### src/rtl/key_debouncer_pkg.sv
// Shared defaults and helpers for the key debouncer and voice allocator.
package key_pkg;

  localparam int unsigned N_KEYS_DEF = 8;
  localparam int unsigned LIMIT_DEF  = 65535;

  // Widest vector the lowest-set-bit helper can scan.
  localparam int unsigned KEY_MAX    = 64;

  // Index of the lowest set bit of v; 0 when v is all zeros.
  function automatic int unsigned lowest_set(input logic [KEY_MAX-1:0] v);
    int unsigned idx;
    idx = 0;
    // Scanning downward lets the lowest set bit overwrite any higher one.
    for (int i = KEY_MAX - 1; i >= 0; i--) begin
      if (v[i]) begin
        idx = 32'(i);
      end
    end
    return idx;
  endfunction

endpackage

### src/rtl/key_debouncer_if.sv
// Bundle between the board-pin side and the note/voice control logic.
interface key_debouncer_if
  import key_pkg::*;
#(
  parameter int unsigned N_KEYS = N_KEYS_DEF
);

  localparam int unsigned IDX_W = $clog2(N_KEYS);

  logic              tick;
  logic [N_KEYS-1:0] key_raw;
  logic [N_KEYS-1:0] key_state;
  logic [N_KEYS-1:0] press_pulse;
  logic [N_KEYS-1:0] release_pulse;
  logic              any_pressed;
  logic [IDX_W-1:0]  key_idx;

  // Side that supplies raw contacts and the sample strobe.
  modport master (
    output tick,
    output key_raw,
    input  key_state,
    input  press_pulse,
    input  release_pulse,
    input  any_pressed,
    input  key_idx
  );

  // The debouncer itself.
  modport slave (
    input  tick,
    input  key_raw,
    output key_state,
    output press_pulse,
    output release_pulse,
    output any_pressed,
    output key_idx
  );

endinterface

### src/rtl/key_debouncer_channel.sv
// One debounce channel: 2-flop synchroniser, qualification counter,
// stable level flop and registered press/release pulses.
module debounce_channel
  import key_pkg::*;
#(
  parameter int unsigned LIMIT = LIMIT_DEF
) (
  input  logic clk,
  input  logic rst_n,
  input  logic tick,
  input  logic key_raw,
  output logic key_state,
  output logic press_pulse,
  output logic release_pulse
);

  localparam int unsigned CNT_W = $clog2(LIMIT + 1);
  localparam logic [CNT_W-1:0] CNT_LAST = CNT_W'(LIMIT - 1);

  logic             meta_q;
  logic             sync_q;
  logic [CNT_W-1:0] cnt_q;

  // Bring the asynchronous contact into the clk domain.
  always_ff @(posedge clk or negedge rst_n) begin
    if (!rst_n) begin
      meta_q <= 1'b0;
      sync_q <= 1'b0;
    end else begin
      meta_q <= key_raw;
      sync_q <= meta_q;
    end
  end

  // Qualify a level change over LIMIT uninterrupted tick-high cycles.
  always_ff @(posedge clk or negedge rst_n) begin
    if (!rst_n) begin
      cnt_q         <= '0;
      key_state     <= 1'b0;
      press_pulse   <= 1'b0;
      release_pulse <= 1'b0;
    end else begin
      press_pulse   <= 1'b0;
      release_pulse <= 1'b0;
      if (sync_q == key_state) begin
        // Any return to the stable level restarts qualification.
        cnt_q <= '0;
      end else if (tick) begin
        if (cnt_q == CNT_LAST) begin
          key_state     <= sync_q;
          cnt_q         <= '0;
          press_pulse   <= sync_q;
          release_pulse <= ~sync_q;
        end else begin
          cnt_q <= cnt_q + CNT_W'(1);
        end
      end
    end
  end

endmodule

### src/rtl/key_debouncer.sv
// Multi-channel key debouncer with any-pressed flag and lowest-key index.
module key_debouncer
  import key_pkg::*;
#(
  parameter int unsigned N_KEYS = N_KEYS_DEF,
  parameter int unsigned LIMIT  = LIMIT_DEF
) (
  input logic           clk,
  input logic           rst_n,
  key_debouncer_if.slave bus
);

  localparam int unsigned IDX_W = $clog2(N_KEYS);

  logic [N_KEYS-1:0] key_state_w;
  logic [N_KEYS-1:0] press_w;
  logic [N_KEYS-1:0] release_w;

  // Independent channel per key.
  for (genvar g = 0; g < int'(N_KEYS); g++) begin : g_ch
    debounce_channel #(
      .LIMIT (LIMIT)
    ) u_ch (
      .clk           (clk),
      .rst_n         (rst_n),
      .tick          (bus.tick),
      .key_raw       (bus.key_raw[g]),
      .key_state     (key_state_w[g]),
      .press_pulse   (press_w[g]),
      .release_pulse (release_w[g])
    );
  end

  // Registered per-channel outputs straight to the bus.
  assign bus.key_state     = key_state_w;
  assign bus.press_pulse   = press_w;
  assign bus.release_pulse = release_w;

  // Summary outputs are combinational from key_state for zero added latency.
  assign bus.any_pressed = |key_state_w;
  assign bus.key_idx     = IDX_W'(lowest_set(KEY_MAX'(key_state_w)));

endmodule

### src/flat_wrapper.sv
// flat-port wrapper written by rule: the top's interface ports become plain ports
module key_debouncer_flat import key_pkg::*;
#(
  parameter int unsigned N_KEYS = N_KEYS_DEF,
  parameter int unsigned LIMIT  = LIMIT_DEF
)
  (clk, rst_n, bus_tick, bus_key_raw, bus_key_state, bus_press_pulse, bus_release_pulse, bus_any_pressed, bus_key_idx);
  key_debouncer_if #(.N_KEYS(N_KEYS)) bus_i ();
  input logic clk;
  input logic rst_n;
  input wire logic [$bits(bus_i.tick)-1:0] bus_tick;
  input wire logic [$bits(bus_i.key_raw)-1:0] bus_key_raw;
  output wire logic [$bits(bus_i.key_state)-1:0] bus_key_state;
  output wire logic [$bits(bus_i.press_pulse)-1:0] bus_press_pulse;
  output wire logic [$bits(bus_i.release_pulse)-1:0] bus_release_pulse;
  output wire logic [$bits(bus_i.any_pressed)-1:0] bus_any_pressed;
  output wire logic [$bits(bus_i.key_idx)-1:0] bus_key_idx;
  assign bus_i.tick = bus_tick;
  assign bus_i.key_raw = bus_key_raw;
  assign bus_key_state = bus_i.key_state;
  assign bus_press_pulse = bus_i.press_pulse;
  assign bus_release_pulse = bus_i.release_pulse;
  assign bus_any_pressed = bus_i.any_pressed;
  assign bus_key_idx = bus_i.key_idx;
  key_debouncer #(.N_KEYS(N_KEYS), .LIMIT(LIMIT)) u_core (.clk(clk), .rst_n(rst_n), .bus(bus_i));
endmodule
### config.mk
export PLATFORM = sky130hd
export DESIGN_NAME = key_debouncer_flat
export DESIGN_NICKNAME = d
export VERILOG_FILES = /design/src/rtl/key_debouncer_pkg.sv /design/src/rtl/key_debouncer_if.sv /design/src/rtl/key_debouncer_channel.sv /design/src/rtl/key_debouncer.sv /design/src/flat_wrapper.sv
export SDC_FILE = /design/constraint.sdc
export NUM_CORES = 1
export LEC_CHECK = 0
export CORE_UTILIZATION = 55
export DETAILED_ROUTE_END_ITERATION = 10
export PLACE_DENSITY = 0.73
export SLEW_MARGIN = 20
export SYNTH_ARGS = -nofsm -noshare
export SYNTH_HDL_FRONTEND = slang
export SYNTH_SLANG_ARGS = --single-unit
### constraint.sdc
create_clock -name clk -period 5.4 [get_ports clk]
set_clock_uncertainty 0.15 [all_clocks]
set_input_delay 1.08 -clock clk [delete_from_list [all_inputs] [get_ports clk]]
set_output_delay 1.08 -clock clk [all_outputs]
set_load 0.01 [all_outputs]
==> impl_metrics.env <==
export IMPL_tightest_slew_ps=1010
export IMPL_drtAntennaViolNets=0
export IMPL_netlist_top_cell_by_area="dfrtp_1"
export IMPL_critPathLaunchType="register"
export IMPL_grt_max_degree=99
export IMPL_syn_area_sq_mm=0.00880
export IMPL_power_density_mw_per_mm2=278
export IMPL_outcome="completed"
export IMPL_seq_area_sq_mm=0.00420
export IMPL_syn_inst=965
export IMPL_endpoint_kind="output pin"
export IMPL_yosysSeqAreaShare_pct=47.8
export IMPL_cts_setup_buffers=0
export IMPL_synth_edf_count=0
export IMPL_ys_ff_latch=168
export IMPL_slew_headroom_pct=32.7
export IMPL_ir_drop_mv=0.216
export IMPL_worstPathArrival_ps=2290
export IMPL_power_w=0.00272
export IMPL_dpl_hpwl_um=11900
export IMPL_grt_pass1_vias=6361
export IMPL_synthDistinctLibCells=66
export IMPL_cts_buffers=17
export IMPL_maxCapViolCount=0
export IMPL_nets=997
export IMPL_port_buffers=38
export IMPL_path_class="reg -> out"
export IMPL_core_rowCount=45
export IMPL_wirelength_um=17600
export IMPL_finalHoldViolations=0
export IMPL_synthArstFlopShare_pct=100
export IMPL_place_congestion=0.842
export IMPL_ios=39
export IMPL_cts_htree_levels=4
export IMPL_cts_resized=0
export IMPL_drtIter0Drc=490
export IMPL_die_width_um=129
export IMPL_area_delta_synth_final_pct=11.1
export IMPL_vias_per_cell=5.89
export IMPL_top_layer_used="met4"
export IMPL_cts_path_max_buffers=2
export IMPL_rsz0062_at_grt="no"
export IMPL_clock_fmax_ghz=0.284
export IMPL_drtPass1Iterations=5
export IMPL_dr_total_vias=7021
export IMPL_drive_above_1_share_pct=7.24
export IMPL_die_h_um=129
export IMPL_clk_pin_slew_ps=60
export IMPL_cts_tree="yes"
export IMPL_synth_top_area_share_pct=47.8
export IMPL_wl_met2_um=7950
export IMPL_antenna_found_initial=1
export IMPL_clkSinkCount=168
export IMPL_fin_crit_sh_pct=65.3
export IMPL_fin_cells=1192
export IMPL_fillers=1348
export IMPL_path_max_fanout=6
export IMPL_grt_usage_pct=22.8
export IMPL_yosys_top_cells_area="dfrtp_1 (48%), nand3_1 (4.3%), nand2_1 (4.3%), a21oi_1 (4.0%), o21ai_0 (3.9%)"
export IMPL_wl_met3_um=713
export IMPL_ys_warn_count=0
export IMPL_power_leakage_nw=4.19
export IMPL_diodes=0
export IMPL_tns_ps=0
export IMPL_cp_required_ps=4170
export IMPL_cts_root_buffer_cell="clkbuf_16"
export IMPL_synth_area_per_cell_sq_um=9.12
export IMPL_final_min_clock_period_ps=3520
export IMPL_multi_input_area_sq_mm=0.00412
export IMPL_met1Wirelength_um=8740
export IMPL_regToRegSetupSlack_ps=2680
export IMPL_core_sq_mm=0.0154
export IMPL_min_path_type="reg -> reg"
export IMPL_slew_viol_final=0
export IMPL_drc=0
export IMPL_start_util_pct=57.1
export IMPL_clk_latency_ps=430
export IMPL_design_die_area_sq_mm=0.0165
export IMPL_grt_overflow=0
export IMPL_yosys_most_used_dff="dfrtp_1"
export IMPL_synth_fp_nets=992
export IMPL_postCtsHoldBufs=0
export IMPL_routedWlPerCell_um=14.8
export IMPL_dp_cells=1162
export IMPL_grt_pass1_wl_um=30100
export IMPL_finalSetupViolations=0
-- worst max-delay path, cell delays in order (launching register included) --
cell and delay [ps]:
dfrtp_1 480, nor4_1 650, nor2b_1 200, clkdlybuf4s50_1 540
-- worst paths after layout --
| check | start | to | depth (start not counted) |
|---|---|---|---|
| min in group asynchronous | rst_n | u_core.g_ch[0].u_ch.cnt_q[9]$_DFFE_PN0P_ | 1 |
| max in group asynchronous | rst_n | u_core.g_ch[5].u_ch.cnt_q[6]$_DFFE_PN0P_ | 2 |
| hold / removal | u_core.g_ch[3].u_ch.meta_q$_DFF_PN0_ | u_core.g_ch[3].u_ch.sync_q$_DFF_PN0_ | 0 |
| setup reg to reg | u_core.g_ch[2].u_ch.key_state$_DFFE_PN0P_ | u_core.g_ch[2].u_ch.cnt_q[12]$_DFFE_PN0P_ | 6 |
| hold reg to reg | u_core.g_ch[3].u_ch.meta_q$_DFF_PN0_ | u_core.g_ch[3].u_ch.sync_q$_DFF_PN0_ | 0 |
| setup / recovery | u_core.g_ch[3].u_ch.key_state$_DFFE_PN0P_ | bus_key_idx[2] | 3 |
-- sequential cells by signal, indices dropped and copies added (netlist names) --
name                            cells
u_core.g_ch.u_ch.press_pulse        8
u_core.g_ch.u_ch.sync_q             8
u_core.g_ch.u_ch.cnt_q            128
u_core.g_ch.u_ch.release_pulse      8
u_core.g_ch.u_ch.meta_q             8
u_core.g_ch.u_ch.key_state          8
-- Yosys cell counts (6+ instances only) --
library cell	count
o21ai_0	68
a41oi_1	8
nand2b_1	11
nand4_1	27
nor3_1	36
a31oi_1	49
and3_1	13
o31ai_1	6
nand2_1	100
a211oi_1	6
dfrtp_1	168
a21o_1	16
ha_1	16
buf_4	27
clkbuf_1	12
or2_2	6
nor2_1	61
xor2_1	8
nand3_1	76
or3_1	19
a31o_2	6
buf_2	12
mux2i_1	7
a21oi_1	71
nor4_1	13
nor2b_1	9
inv_1	37
-- area by class of cell --
cell class,count,share of cell area (%)
clock inverters,9,1.51
well taps,211,2.70
repair buffers,44,4.49
inverters,37,1.42
flip-flops and latches,168,43.0
clock buffers,21,4.81
multi-input cells,702,42.1
-- layer usage --
metal,vias up,GRT usage [%]
li1,3520,-
met1,3351,32.6
met2,138,34.7
met3,12,4.78
met4,0,7.40
met5,-,0
-- per-stage QoR --
stage | setup WS, ps | util, % | hold WS (ps) | area [sq um]
final | 1880 | 63.4 | 198 | 9780
after global routing | 1810 | 63.4 | 201 | 9780
after CTS | 1900 | 63.4 | 200 | 9770
after detailed placement | 1700 | 59.4 | 185 | 9160
after global placement | 1790 | 59.4 | 186 | 9160
after floorplan | 2920 | - | 181 | 8800
-- kinds of logic (layout without fill, tap and decap cells) --
logic type | after synthesis | after routing | synth area share, %
muxes | 8 | 8 | 0.924
AOI/OAI and AO/OA | 259 | 259 | 18.0
xor gates and xnor gates | 10 | 10 | 0.995
DFF | 168 | 168 | 47.8
and+or+nand+nor | 409 | 409 | 24.5
adders and majority gates | 16 | 16 | 2.27
buffers and inverters | 95 | 111 | 5.54
-- report_power, final --
group	total [W]	switching, W	internal, W
registers	0.00131	0.0000263	0.00128
logic	0.000139	0.0000951	0.0000438
clock network	0.00127	0.000471	0.000802
total	0.00272	0.000592	0.00213
-- layout by cell type, fill, tap and decap left out, types with 16 or more instances in the layout --
cell type,instances
o21ai_0,68
dfrtp_1,168
nand3_1,76
clkdlybuf4s50_1,37
a31oi_1,49
inv_1,37
a21o_1,16
nand2_1,100
a21oi_1,71
clkbuf_16,17
nor3_1,36
nand4_1,27
or3_1,19
nor2_1,60
ha_1,16
Note: power is estimated with default switching activity, not from simulation.
